[config.mk]
export PLATFORM = sky130hd
export DESIGN_NAME = eth_send_arp
export DESIGN_NICKNAME = d
export VERILOG_FILES = /design/src/rtl/eth_send_arp.sv
export SDC_FILE = /design/constraint.sdc
export NUM_CORES = 1
export LEC_CHECK = 0
export ABC_AREA = 0
export ABC_CLOCK_PERIOD_IN_PS = 3800
export CORE_MARGIN = 10
export CORE_UTILIZATION = 50
export DETAILED_ROUTE_END_ITERATION = 10
export PLACE_DENSITY = 0.73
export RECOVER_POWER = 100
export SLEW_MARGIN = 20
export SYNTH_ARGS = -nofsm -noshare
export SYNTH_HDL_FRONTEND = slang
export SYNTH_SLANG_ARGS = --single-unit
[constraint.sdc]
create_clock -name clk -period 3.8 [get_ports clk]
set_input_delay 0.57 -clock clk [delete_from_list [all_inputs] [get_ports clk]]
set_output_delay 0.57 -clock clk [all_outputs]
set_load 0.02 [all_outputs]
[src/rtl/eth_send_arp.sv]
// ARP frame transmitter: emits one Ethernet II ARP reply (optionally a request when
// ETH_SEND_ARP_REQ_EN is defined) as a 72-byte stream, followed by an idle inter-frame gap.
module eth_send_arp #(
  parameter logic [47:0] LOCAL_MAC = 48'h02_00_00_00_00_01,
  parameter logic [31:0] LOCAL_IP  = 32'hC0_A8_01_02,
  parameter int unsigned IFG_BYTES = 12
) (
  input  logic        clk,
  input  logic        rst_n,
  input  logic        i_start,
`ifdef ETH_SEND_ARP_REQ_EN
  input  logic        i_req,
`endif
  input  logic [47:0] i_tha,
  input  logic [31:0] i_tpa,
  output logic        o_busy,
  output logic [7:0]  o_data,
  output logic        o_data_vl,
  output logic        o_done,
  output logic [7:0]  o_state
);

  typedef enum logic [3:0] {
    S_IDLE, S_PREAMBLE, S_SFD, S_DST_MAC, S_SRC_MAC, S_TYPE, S_ARP_HDR,
    S_SHA, S_SPA, S_THA, S_TPA, S_PAD, S_FCS, S_IFG
  } state_t;

  localparam logic [7:0]      IFG_LAST  = 8'(IFG_BYTES - 1);
  localparam logic [5:0][7:0] MAC_B     = LOCAL_MAC;
  localparam logic [3:0][7:0] IP_B      = LOCAL_IP;
  localparam logic [7:0][7:0] ARP_HDR_B = {8'h00, 8'h01, 8'h08, 8'h00,
                                           8'h06, 8'h04, 8'h00, 8'h02};

  state_t          state, nxt_state;
  logic [7:0]      cnt, nxt_cnt, last_cnt;
  logic [7:0]      nxt_byte;
  logic            nxt_vl;
  logic [47:0]     tha_q;
  logic [31:0]     tpa_q;
  logic            req_q;
  logic [31:0]     crc, crc_next, crc_cur;
  logic            crc_en, accept;
  logic [5:0][7:0] tha_b;
  logic [3:0][7:0] tpa_b;
  logic [3:0][7:0] fcs_b;

  function automatic logic [31:0] crc32_byte(input logic [31:0] c, input logic [7:0] d);
    logic [31:0] r;
    r = c ^ {24'h0, d};
    for (int i = 0; i < 8; i++)
      r = r[0] ? ((r >> 1) ^ 32'hEDB8_8320) : (r >> 1);
    return r;
  endfunction

  assign accept   = (state == S_IDLE) && i_start;
  assign tha_b    = tha_q;
  assign tpa_b    = tpa_q;
  assign o_state  = {4'h0, state};

  // The CRC folds in the byte currently on the wire, so crc_cur already covers the
  // last PAD byte when the first FCS byte is chosen.
  assign crc_en   = (state >= S_DST_MAC) && (state <= S_PAD);
  assign crc_next = crc32_byte(crc, o_data);
  assign crc_cur  = crc_en ? crc_next : crc;
  assign fcs_b    = ~crc_cur;

  always_comb begin
    last_cnt = 8'd0;
    case (state)
      S_PREAMBLE: last_cnt = 8'd6;
      S_SFD:      last_cnt = 8'd0;
      S_DST_MAC,
      S_SRC_MAC,
      S_SHA,
      S_THA:      last_cnt = 8'd5;
      S_TYPE:     last_cnt = 8'd1;
      S_ARP_HDR:  last_cnt = 8'd7;
      S_SPA,
      S_TPA,
      S_FCS:      last_cnt = 8'd3;
      S_PAD:      last_cnt = 8'd17;
      S_IFG:      last_cnt = IFG_LAST;
      default:    last_cnt = 8'd0;
    endcase
  end

  // NOTE: every always_comb output gets a default first so no path can infer a latch.
  always_comb begin
    nxt_state = state;
    nxt_cnt   = cnt + 8'd1;
    if (state == S_IDLE) begin
      nxt_cnt = 8'd0;
      if (i_start) nxt_state = S_PREAMBLE;
    end else if (cnt == last_cnt) begin
      nxt_cnt   = 8'd0;
      nxt_state = (state == S_IFG) ? S_IDLE : state_t'(state + 4'd1);
    end
  end

  // Byte for the position the FSM moves to; registered so outputs change on the edge.
  always_comb begin
    nxt_byte = 8'h00;
    nxt_vl   = 1'b1;
    case (nxt_state)
      S_PREAMBLE: nxt_byte = 8'h55;
      S_SFD:      nxt_byte = 8'hD5;
      S_DST_MAC:  nxt_byte = req_q ? 8'hFF : tha_b[3'd5 - nxt_cnt[2:0]];
      S_SRC_MAC:  nxt_byte = MAC_B[3'd5 - nxt_cnt[2:0]];
      S_TYPE:     nxt_byte = nxt_cnt[0] ? 8'h06 : 8'h08;
      S_ARP_HDR:  nxt_byte = (req_q && nxt_cnt[2:0] == 3'd7) ? 8'h01
                                                             : ARP_HDR_B[3'd7 - nxt_cnt[2:0]];
      S_SHA:      nxt_byte = MAC_B[3'd5 - nxt_cnt[2:0]];
      S_SPA:      nxt_byte = IP_B[2'd3 - nxt_cnt[1:0]];
      S_THA:      nxt_byte = req_q ? 8'h00 : tha_b[3'd5 - nxt_cnt[2:0]];
      S_TPA:      nxt_byte = tpa_b[2'd3 - nxt_cnt[1:0]];
      S_PAD:      nxt_byte = 8'h00;
      S_FCS:      nxt_byte = fcs_b[nxt_cnt[1:0]];
      default:    nxt_vl   = 1'b0;
    endcase
  end

`ifndef ETH_SEND_ARP_REQ_EN
  assign req_q = 1'b0;
`endif

  // NOTE: sequential state uses non-blocking assignments so every register samples
  // pre-edge values regardless of statement order.
  always_ff @(posedge clk or negedge rst_n) begin
    if (!rst_n) begin
      state     <= S_IDLE;
      cnt       <= 8'd0;
      crc       <= 32'hFFFF_FFFF;
      tha_q     <= 48'h0;
      tpa_q     <= 32'h0;
`ifdef ETH_SEND_ARP_REQ_EN
      req_q     <= 1'b0;
`endif
      o_data    <= 8'h00;
      o_data_vl <= 1'b0;
      o_busy    <= 1'b0;
      o_done    <= 1'b0;
    end else begin
      state     <= nxt_state;
      cnt       <= nxt_cnt;
      o_data    <= nxt_byte;
      o_data_vl <= nxt_vl;
      o_busy    <= (nxt_state != S_IDLE);
      o_done    <= (nxt_state == S_IFG) && (nxt_cnt == IFG_LAST);
      if (accept) begin
        tha_q <= i_tha;
        tpa_q <= i_tpa;
`ifdef ETH_SEND_ARP_REQ_EN
        req_q <= i_req;
`endif
        crc   <= 32'hFFFF_FFFF;
      end else if (crc_en) begin
        crc <= crc_next;
      end
    end
  end

endmodule

==> impl_metrics.tcl, run 1 <==
set metrics [dict create \
    cts-buffers-inserted 17 \
    vias 6466 \
    startpoint_type "flop" \
    grt.total_usage_pct 21.2 \
    clk_latency_ns 0.43 \
    top_usage_layer "met2" \
    firstDrtPassIters 5 \
    max_freq_ghz 0.282 \
    relSlewSlack_pct -32.5 \
    h-tree-depth 4 \
    min_path_type "flop to flop" \
    drt_wl_total_mm 22.8 \
    antenna_found_initial 0 \
    cts_buffer_depth 2 \
    dieHeight_um 147 \
    root_buffer "clkbuf_16" \
    async_flop_share_pct 100 \
    routabilityCongestion 0.934 \
    clkSinkCount 135 \
    synth_ff_type "dfrtp_1" \
    synth_largest_area_cell "dfrtp_1" \
    grt_pass1_wl_mm 36.9 \
    die_area_sq_um 21500 \
    syn2layout_area_growth_pct 22.8 \
    finalHoldViolCount 0 \
    initial_core_util_pct 50.7 \
    clkTransAtPathRegs_ns 0.06 \
    grt_util_met3_pct 5.31 \
    grt_use_met1_pct 27.6 \
    synthTopCellsByArea "dfrtp_1, mux2_2, dfstp_2" \
    overflow 0 \
    wl_per_cell_um 20.8 \
    pre_cts_ws_ns 0.313 \
    layout-drive-gt1-share_pct 23.6 \
    fp-row-count 46 \
    period_needed_ns 3.55 \
    grt_max_degree 82 \
    n_antenna_cell 0 \
    synth-xor-area-share_pct 9.55 \
    hpwlAfterDp_mm 16.7 \
    yosysWarningCount 0 \
    tns_ns 0 \
    cts_tree "yes" \
    use_met2_pct 33.5 \
    syn-instance-count 774 \
    synth_area_per_cell_sq_um 10.4 \
    violations "capacitance limit, slew limit" \
    synth.distinct_cells 89 \
    die_x_um 147 \
    synth_simple_gate_area_share_pct 12.9 \
    final.period_utilization_pct 93.5 \
    grt_pass1_vias 6689 \
    synth_edf_count 0 \
    num_io_pins 102 \
    endpoint_kind "flop" \
    synth_top_family_by_area "multiplexers" \
    synth_top_area_share_pct 32.1 \
    status "complete, but fails checks" \
    critPathKind "flop to flop" \
    ys_ff_latch 135 \
    cp_max_fo 10 \
    rsz0062_at_grt "no" \
    arrival_ns 3.86 \
    setup_violations 0 \
    portBuffers 97 \
    viasPerCell 5.88 \
    drt_iter0_markers 499 \
    max_slew.worst_pin.slew_ns 1.99 \
    cap_viol_max_count 2 \
    synthMuxAreaShare_pct 14.9 \
    yosysSeqAreaShare_pct 42.6 \
    drv_slew 144 \
    ant_nets 0 \
    finalNetCount 962 \
    coreArea_sq_um 15800 \
    required_ns 4.11 \
    fin_ws_ns 0.249 \
    finClkSkew_ns 0.00770 \
    drc 0 \
    synthesis.area_sq_um 8030 \
    synth_fa_ha_area_share_pct 1.25 \
    synth_compound_area_share_pct 14.7 \
]
-- cell usage after synthesis, drive strengths merged, types with 3 or more instances --
cell	number
a2111oi	4
a211oi	6
a21boi	4
a21oi	48
a221oi	5
a22oi	6
a311oi	4
a31oi	6
a41oi	3
and3	8
buf	26
clkbuf	31
dfrtp	103
dfstp	32
ha	8
inv	11
mux2	86
mux2i	22
nand2	76
nand2b	10
nand3	18
nand4	8
nor2	46
nor2b	4
nor3	16
nor4	4
o2111ai	3
o211ai	8
o21ai	29
o22ai	7
o32ai	9
or2	3
or3	3
xnor2	55
xor2	20
-- final cells by class --
type / instances / area [sq um]
clock buffers: 18 / 429
clock inverters: 14 / 165
fillers: 1268 / 5970
inverters: 12 / 45.0
multi-input cells: 573 / 4300
flip-flops and latches: 135 / 3420
well taps: 216 / 270
repair buffers: 132 / 1230
-- critical path, stage by stage, from the launching register on --
cell and delay (ns):
dfrtp_1 0.40, nand2_1 0.18, inv_1 0.09, ha_1 0.18
nand2_1 0.08, a2bb2oi_1 0.15, nand4_1 0.15, or4_1 0.62
buf_4 0.20, nor2_8 0.18, mux2i_1 0.42, o32ai_1 0.15
or3b_1 0.40, a211o_1 0.23
-- registers in the layout, indices dropped and copies added (netlist names) --
register   flops
o_data_vl      1
o_busy         1
state          4
o_done         1
tha_b         48
o_data         8
cnt            8
crc           32
tpa_b         32
-- what timing repair did --
| item | 4_1_cts | 5_1_grt |
|---|---|---|
| endpoints found under the setup margin | 0 | 2 |
| gates resized for setup | 0 | 1 |
| hold buffers | 0 | 0 |
| setup buffers | 0 | 0 |
-- cell families (layout without fill, tap and decap cells) --
kind of cell | after synthesis | count (layout)
AOI/OAI and AO/OA | 165 | 165
xor gates and xnor gates | 78 | 78
adders and majority gates | 8 | 8
buffers and inverters | 69 | 176
DFF | 135 | 135
muxes | 108 | 108
other | 1 | 4
and+or+nand+nor | 210 | 210
-- worst paths after layout --
path / startpoint / to / slack [ns] / cells past startpoint
min in group asynchronous: rst_n / tpa_b[17] / 0.51 / 1
hold reg to reg: tha_b[0] / tha_b[0] / 0.50 / 1
hold / removal: tha_b[0] / tha_b[0] / 0.50 / 1
max in group asynchronous: rst_n / tha_b[37] / 1.27 / 2
setup / recovery: state[0] / o_data[2] / 0.25 / 13
setup reg to reg: state[0] / o_data[2] / 0.25 / 13
-- layout by cell type (no fill, tap or decap), types with 10 or more instances in the layout --
cell type / count
mux2_2: 86
clkdlybuf4s50_1: 81
nand3_1: 18
a21oi_1: 45
xnor2_1: 53
nand2b_1: 10
dfstp_2: 32
buf_4: 25
dfrtp_1: 103
clkbuf_16: 17
nor2_1: 44
dlygate4sd3_1: 15
nand2_1: 75
o21ai_0: 26
xor2_1: 18
mux2i_1: 21
nor3_1: 16
-- metrics by stage --
step	area [sq um]	instances	hold slack, ns	utilization [%]
final	9860	1100	0.505	62.3
after global routing	9860	1100	0.514	62.3
after CTS	9910	1100	0.256	62.6
after detailed placement	9320	1068	0.494	58.9
after global placement	9320	1068	0.487	58.9
after floorplan	8040	777	0.274	-
-- layer usage --
layer	wire [um]	part of all wire, %	vias to the layer above
li1	-	-	2973
met1	9840	43	3166
met2	10700	47	282
met3	1680	7.3	45
met4	578	2.5	0
met5	0	0	-
Power of run 1 is not shown: default switching activity piles up to over one toggle a cycle in this logic, so the estimate is an artifact.
==> run 2, diff against run 1 <==
--- a/config.mk
+++ b/config.mk
@@ -10,8 +10,10 @@
 export CORE_MARGIN = 10
 export CORE_UTILIZATION = 50
 export DETAILED_ROUTE_END_ITERATION = 10
+export MAX_ROUTING_LAYER = met4
 export PLACE_DENSITY = 0.73
 export RECOVER_POWER = 100
+export SETUP_SLACK_MARGIN = 0.2
 export SLEW_MARGIN = 20
 export SYNTH_ARGS = -nofsm -noshare
 export SYNTH_HDL_FRONTEND = slang
==> run 2 against run 1 <==
- the flow still finishes with violations (capacitance limit, slew limit)
- sequential cell count is the same
- clock skew grew 0.0030 ns
- fmax grew 1.2%
- hold slack gained 0.0013 ns
- sequential share of layout area shrank 0.28 points
- first-iteration DRC count grew 10%
- die area is the same
- clock-buffer cell count shrank 1
- design area grew 0.81%
- register-to-register slack gained 0.04 ns
- worst setup slack gained 0.042 ns
- final cell count grew 0.27%
- largest cell class unchanged
==> impl_metrics.tcl, run 2 (synthesized netlist as in run 1, its figures left out) <==
set metrics [dict create \
    die_area_sq_um 21500 \
    worstHoldStart "tha_b[17]" \
    cp_max_fo 10 \
    drt_wl_total_mm 23.2 \
    cts_buffer_depth 2 \
    hold_end "tha_b[17]" \
    hold_buffers 0 \
    min_path_type "flop to flop" \
    period_needed_ns 3.51 \
    portBuffers 97 \
    cpMostUsedCell "nor2_1" \
    layout_commonest_cell "dfrtp_1" \
    cp_slowest_stage_delay_ns 0.59 \
    routabilityCongestion 0.903 \
    max_freq_ghz 0.285 \
    critPathKind "flop to flop" \
    relSlewSlack_pct -29.1 \
    violations "capacitance limit, slew limit" \
    cts-buffers-inserted 17 \
    clkTransAtPathRegs_ns 0.07 \
    startpoint_type "flop" \
    r2r_start "state[2]" \
    dieHeight_um 147 \
    die_x_um 147 \
    rr_worst_depth 12 \
    ant_nets 0 \
    rsz0062_at_grt "yes" \
    initial_core_util_pct 50.7 \
    vias 6564 \
    num_io_pins 102 \
    crit_path_start "state[2]" \
    drv_slew 178 \
    status "complete, but fails checks" \
    fp-row-count 46 \
    grt_pass1_wl_mm 37.1 \
    arrival_ns 3.82 \
    root_buffer "clkbuf_16" \
    worstPathBufferInverterCount 2 \
    h-tree-depth 4 \
    grt_max_degree 82 \
    cap_viol_max_count 3 \
    mostFrequentLayoutCells "dfrtp_1, mux2_2, clkdlybuf4s50_1" \
    coreArea_sq_um 15800 \
    finClkSkew_ns 0.0107 \
    reg2reg_to "o_data[4]" \
    grt.total_usage_pct 22.0 \
    firstDrtPassIters 5 \
    largest_register_ffs 48 \
    regToRegSetupSlack_ns 0.29 \
    cp_top_family "compound AO/OA/AOI/OAI gates" \
    drt_iter0_markers 549 \
    wl_per_cell_um 21.0 \
    tns_ns 0 \
    layout-drive-gt1-share_pct 24.2 \
    grt_pass1_vias 6618 \
    endpoint_kind "flop" \
    setup_violations 0 \
    antenna_found_initial 0 \
    finalNetCount 965 \
    n_antenna_cell 0 \
    hold_depth 1 \
    clkSinkCount 135 \
    critical_path.cell_chain "clkbuf_1 -> nor2_1 -> a2111oi_4 -> nand4_1 -> or4_1 -> o21ai_2 -> nor2_1 -> ha_2 -> buf_4 -> a221oi_1 -> o21a_1 -> a211o_1" \
    hpwlAfterDp_mm 16.8 \
    final.period_utilization_pct 92.4 \
    clk_latency_ns 0.43 \
    max_slew.worst_pin.slew_ns 1.94 \
    finalHoldViolCount 0 \
    cts_tree "yes" \
    viasPerCell 5.95 \
    cp_slowest_cell "or4_1" \
    overflow 0 \
    required_ns 4.11 \
    drc 0 \
    syn2layout_area_growth_pct 23.8 \
]
==> run 2: final cells by class <==
type / instances / area (sq um)
clock inverter: 15 / 193
fill: 1271 / 5890
multi-input combinational: 573 / 4330
timing repair buffer: 135 / 1260
inverter: 12 / 45.0
tap: 216 / 270
clock buffer: 17 / 425
sequential: 135 / 3420
==> run 2: worst max-delay path by stage <==
stage                            to  slack, ns  cells past startpoint
final                     o_data[4]       0.29                     12
after global routing      o_data[3]       0.11                     12
after CTS                 o_data[2]       0.25                     11
after detailed placement  o_data[2]       0.24                     11
after global placement    o_data[2]       0.30                     11
after floorplan           o_data[2]       0.32                     15
==> run 2: per-stage QoR <==
step	hold WS [ns]	std cells	utilization, %	instance area (sq um)	setup slack [ns]
2_1_floorplan	0.274	777	-	8040	0.319
3_3_place_gp	0.487	1068	58.9	9320	0.302
3_5_place_dp	0.496	1068	58.9	9320	0.240
4_1_cts	0.251	1100	62.8	9940	0.247
5_1_grt	0.525	1103	62.8	9940	0.110
6_report	0.506	1103	62.8	9940	0.290
==> run 2: metal layers <==
metal	GRT usage, %	vias up	wire, um
met2	33.8	277	11000
met5	-	-	0
met1	28.5	3258	10200
li1	-	2983	-
met3	4.02	46	1410
met4	8.16	0	635
==> run 2: timing repair <==
| action | CTS | global route |
|---|---|---|
| setup endpoints to repair | 0 | 6 |
| gates resized for setup | 0 | 8 |
| buffers inserted | 0 | 3 |
Power of run 2 is left out for the same reason.
==> run 3, diff against run 2 <==
--- a/config.mk
+++ b/config.mk
@@ -6,12 +6,13 @@
 export NUM_CORES = 1
 export LEC_CHECK = 0
 export ABC_AREA = 0
-export ABC_CLOCK_PERIOD_IN_PS = 3800
+export ABC_CLOCK_PERIOD_IN_PS = 4500
 export CORE_MARGIN = 10
 export CORE_UTILIZATION = 50
 export DETAILED_ROUTE_END_ITERATION = 10
+export DONT_BUFFER_PORTS = 1
+export HOLD_SLACK_MARGIN = 0.05
 export MAX_ROUTING_LAYER = met4
-export PLACE_DENSITY = 0.73
 export RECOVER_POWER = 100
 export SETUP_SLACK_MARGIN = 0.2
 export SLEW_MARGIN = 20
==> constraint.sdc (replaced) <==
create_clock -name clk -period 4.5 [get_ports clk]
set_input_delay 0.675 -clock clk [delete_from_list [all_inputs] [get_ports clk]]
set_output_delay 0.675 -clock clk [all_outputs]
set_load 0.02 [all_outputs]
==> run 3 against run 2 <==
- worst setup slack improved by 0.11 ns
- hold slack got worse by 0.41 ns
- critical endpoint is now o_data[3]
- fmax decreased by 14%
- design area decreased by 12%
- critical path type unchanged
- register-to-register slack improved by 0.11 ns
- sequential cell count unchanged
- highest routed layer unchanged
- critical path depth decreased by 1
- the run still ends with capacitance limit, slew limit left
- via count decreased by 9.4%
- wire length decreased by 2.1%
==> impl_metrics.tcl, run 3 (synthesized netlist as in run 1, its figures left out) <==
set metrics [dict create \
    die_x_um 147 \
    num_io_pins 102 \
    portBuffers 0 \
    initial_core_util_pct 50.7 \
    mostFrequentLayoutCells "dfrtp_1, mux2_2, nand2_1" \
    whs_ns 0.0984 \
    cts-buffers-inserted 17 \
    wl_per_cell_um 23.0 \
    reg2reg_to "o_data[3]" \
    period_needed_ns 4.10 \
    regToRegSetupSlack_ns 0.40 \
    cp_top_family "simple AND/OR/NAND/NOR gates" \
    grt_pass1_wl_mm 35.5 \
    clkSinkCount 135 \
    vias 5948 \
    critPathKind "flop to flop" \
    path_depth 11 \
    drt_iter0_markers 420 \
    root_buffer "clkbuf_16" \
    cts_tree "yes" \
    ant_nets 0 \
    cp_max_fo 30 \
    viasPerCell 6.03 \
    drv_slew 104 \
    finClkSkew_ns 0.00788 \
    max_freq_ghz 0.244 \
    layout_commonest_cell "dfrtp_1" \
    antenna_found_initial 0 \
    finalHoldViolCount 0 \
    cp_slowest_stage_delay_ns 0.85 \
    cp_slowest_cell "nor4b_1" \
    status "complete, but fails checks" \
    hpwlAfterDp_mm 16.1 \
    grt_pass1_vias 6109 \
    r2r_start "state[0]" \
    max_slew.worst_pin.slew_ns 2.53 \
    drt_wl_total_mm 22.7 \
    tns_ns 0 \
    clk_latency_ns 0.43 \
    min_path_type "input pin to async pin" \
    rr_worst_depth 11 \
    final_area_sq_um 8760 \
    worstPathBufferInverterCount 2 \
    die_area_sq_um 21500 \
    fp-row-count 46 \
    clkTransAtPathRegs_ns 0.06 \
    h-tree-depth 4 \
    largest_register_ffs 48 \
    grt_max_degree 104 \
    endpoint_kind "flop" \
    finalNetCount 850 \
    routabilityCongestion 0.872 \
    arrival_ns 4.38 \
    setup_violations 0 \
    grt.total_usage_pct 21.7 \
    dieHeight_um 147 \
    violations "capacitance limit, slew limit" \
    syn2layout_area_growth_pct 9.10 \
    critical_path.cell_chain "buf_4 -> or3b_1 -> o2111ai_1 -> nand4_1 -> nor4_2 -> buf_4 -> a21oi_1 -> nor4b_1 -> a21oi_1 -> a2111oi_2 -> o211ai_1" \
    place_area_sq_um 8180 \
    layout-drive-gt1-share_pct 24.9 \
    rsz0062_at_grt "no" \
    startpoint_type "flop" \
    required_ns 4.77 \
    relSlewSlack_pct -69.0 \
    overflow 0 \
    firstDrtPassIters 5 \
    final.period_utilization_pct 91.1 \
    coreArea_sq_um 15800 \
    drc 0 \
    cap_viol_max_count 1 \
    n_antenna_cell 0 \
    cts_buffer_depth 2 \
]
## run 3: changes by cell type in the layout (fill, tap and decap cells not counted), moves of 3 or more
| cell | change |
|---|---|
| inv_8 | -3 |
| dlygate4sd3_1 | -15 |
| clkdlybuf4s50_1 | -81 |
| buf_4 | -12 |
## run 3: worst max-delay path by stage
stage	from	end	slack, ns
after floorplan	state[1]	o_data[2]	1.02
after global placement	state[3]	o_data[4]	0.68
after detailed placement	state[3]	o_data[4]	0.57
after CTS	state[3]	o_data[4]	0.56
after global routing	cnt[2]	o_data[3]	0.17
final	state[0]	o_data[3]	0.40
## run 3: layout make-up
| class | instances | area [sq um] |
|---|---|---|
| sequential | 135 | 3420 |
| timing repair buffer | 20 | 140 |
| fill | 1420 | 7070 |
| tap | 216 | 270 |
| clock inverter | 14 | 186 |
| inverter | 12 | 45.0 |
| clock buffer | 17 | 425 |
| multi-input combinational | 573 | 4270 |
## run 3: through the flow
stage | utilization (%) | worst slack, ns | std cells
detailed placement | 51.7 | 0.567 | 955
CTS | 55.7 | 0.556 | 987
global route | 55.3 | 0.167 | 987
floorplan | - | 1.02 | 777
finish | 55.3 | 0.399 | 987
global placement | 51.7 | 0.685 | 955
## run 3: repair_timing
action,CTS,global route
hold buffers,1,0
buffers inserted,0,0
endpoints found under the setup margin,0,2
resized for setup,0,1
endpoints found under the hold margin,103,0
## run 3: per-layer routing
layer / global-route usage (%) / up-vias / part of all wire (%) / wire, um
met2: 34.6 / 200 / 49 / 11100
li1: - / 2756 / - / -
met1: 26.4 / 2970 / 42 / 9610
met5: - / - / 0 / 0
met4: 5.01 / 0 / 1.2 / 278
met3: 7.06 / 22 / 7.5 / 1700
## run 3: worst reg2reg max path, stage by stage (launching register included)
cell       delay, ns
dfrtp_1         0.35
buf_4           0.33
or3b_1          0.42
o2111ai_1       0.10
nand4_1         0.15
nor4_2          0.32
buf_4           0.31
a21oi_1         0.15
nor4b_1         0.85
a21oi_1         0.37
a2111oi_2       0.45
o211ai_1        0.14
Power of run 3 is left out for the same reason.
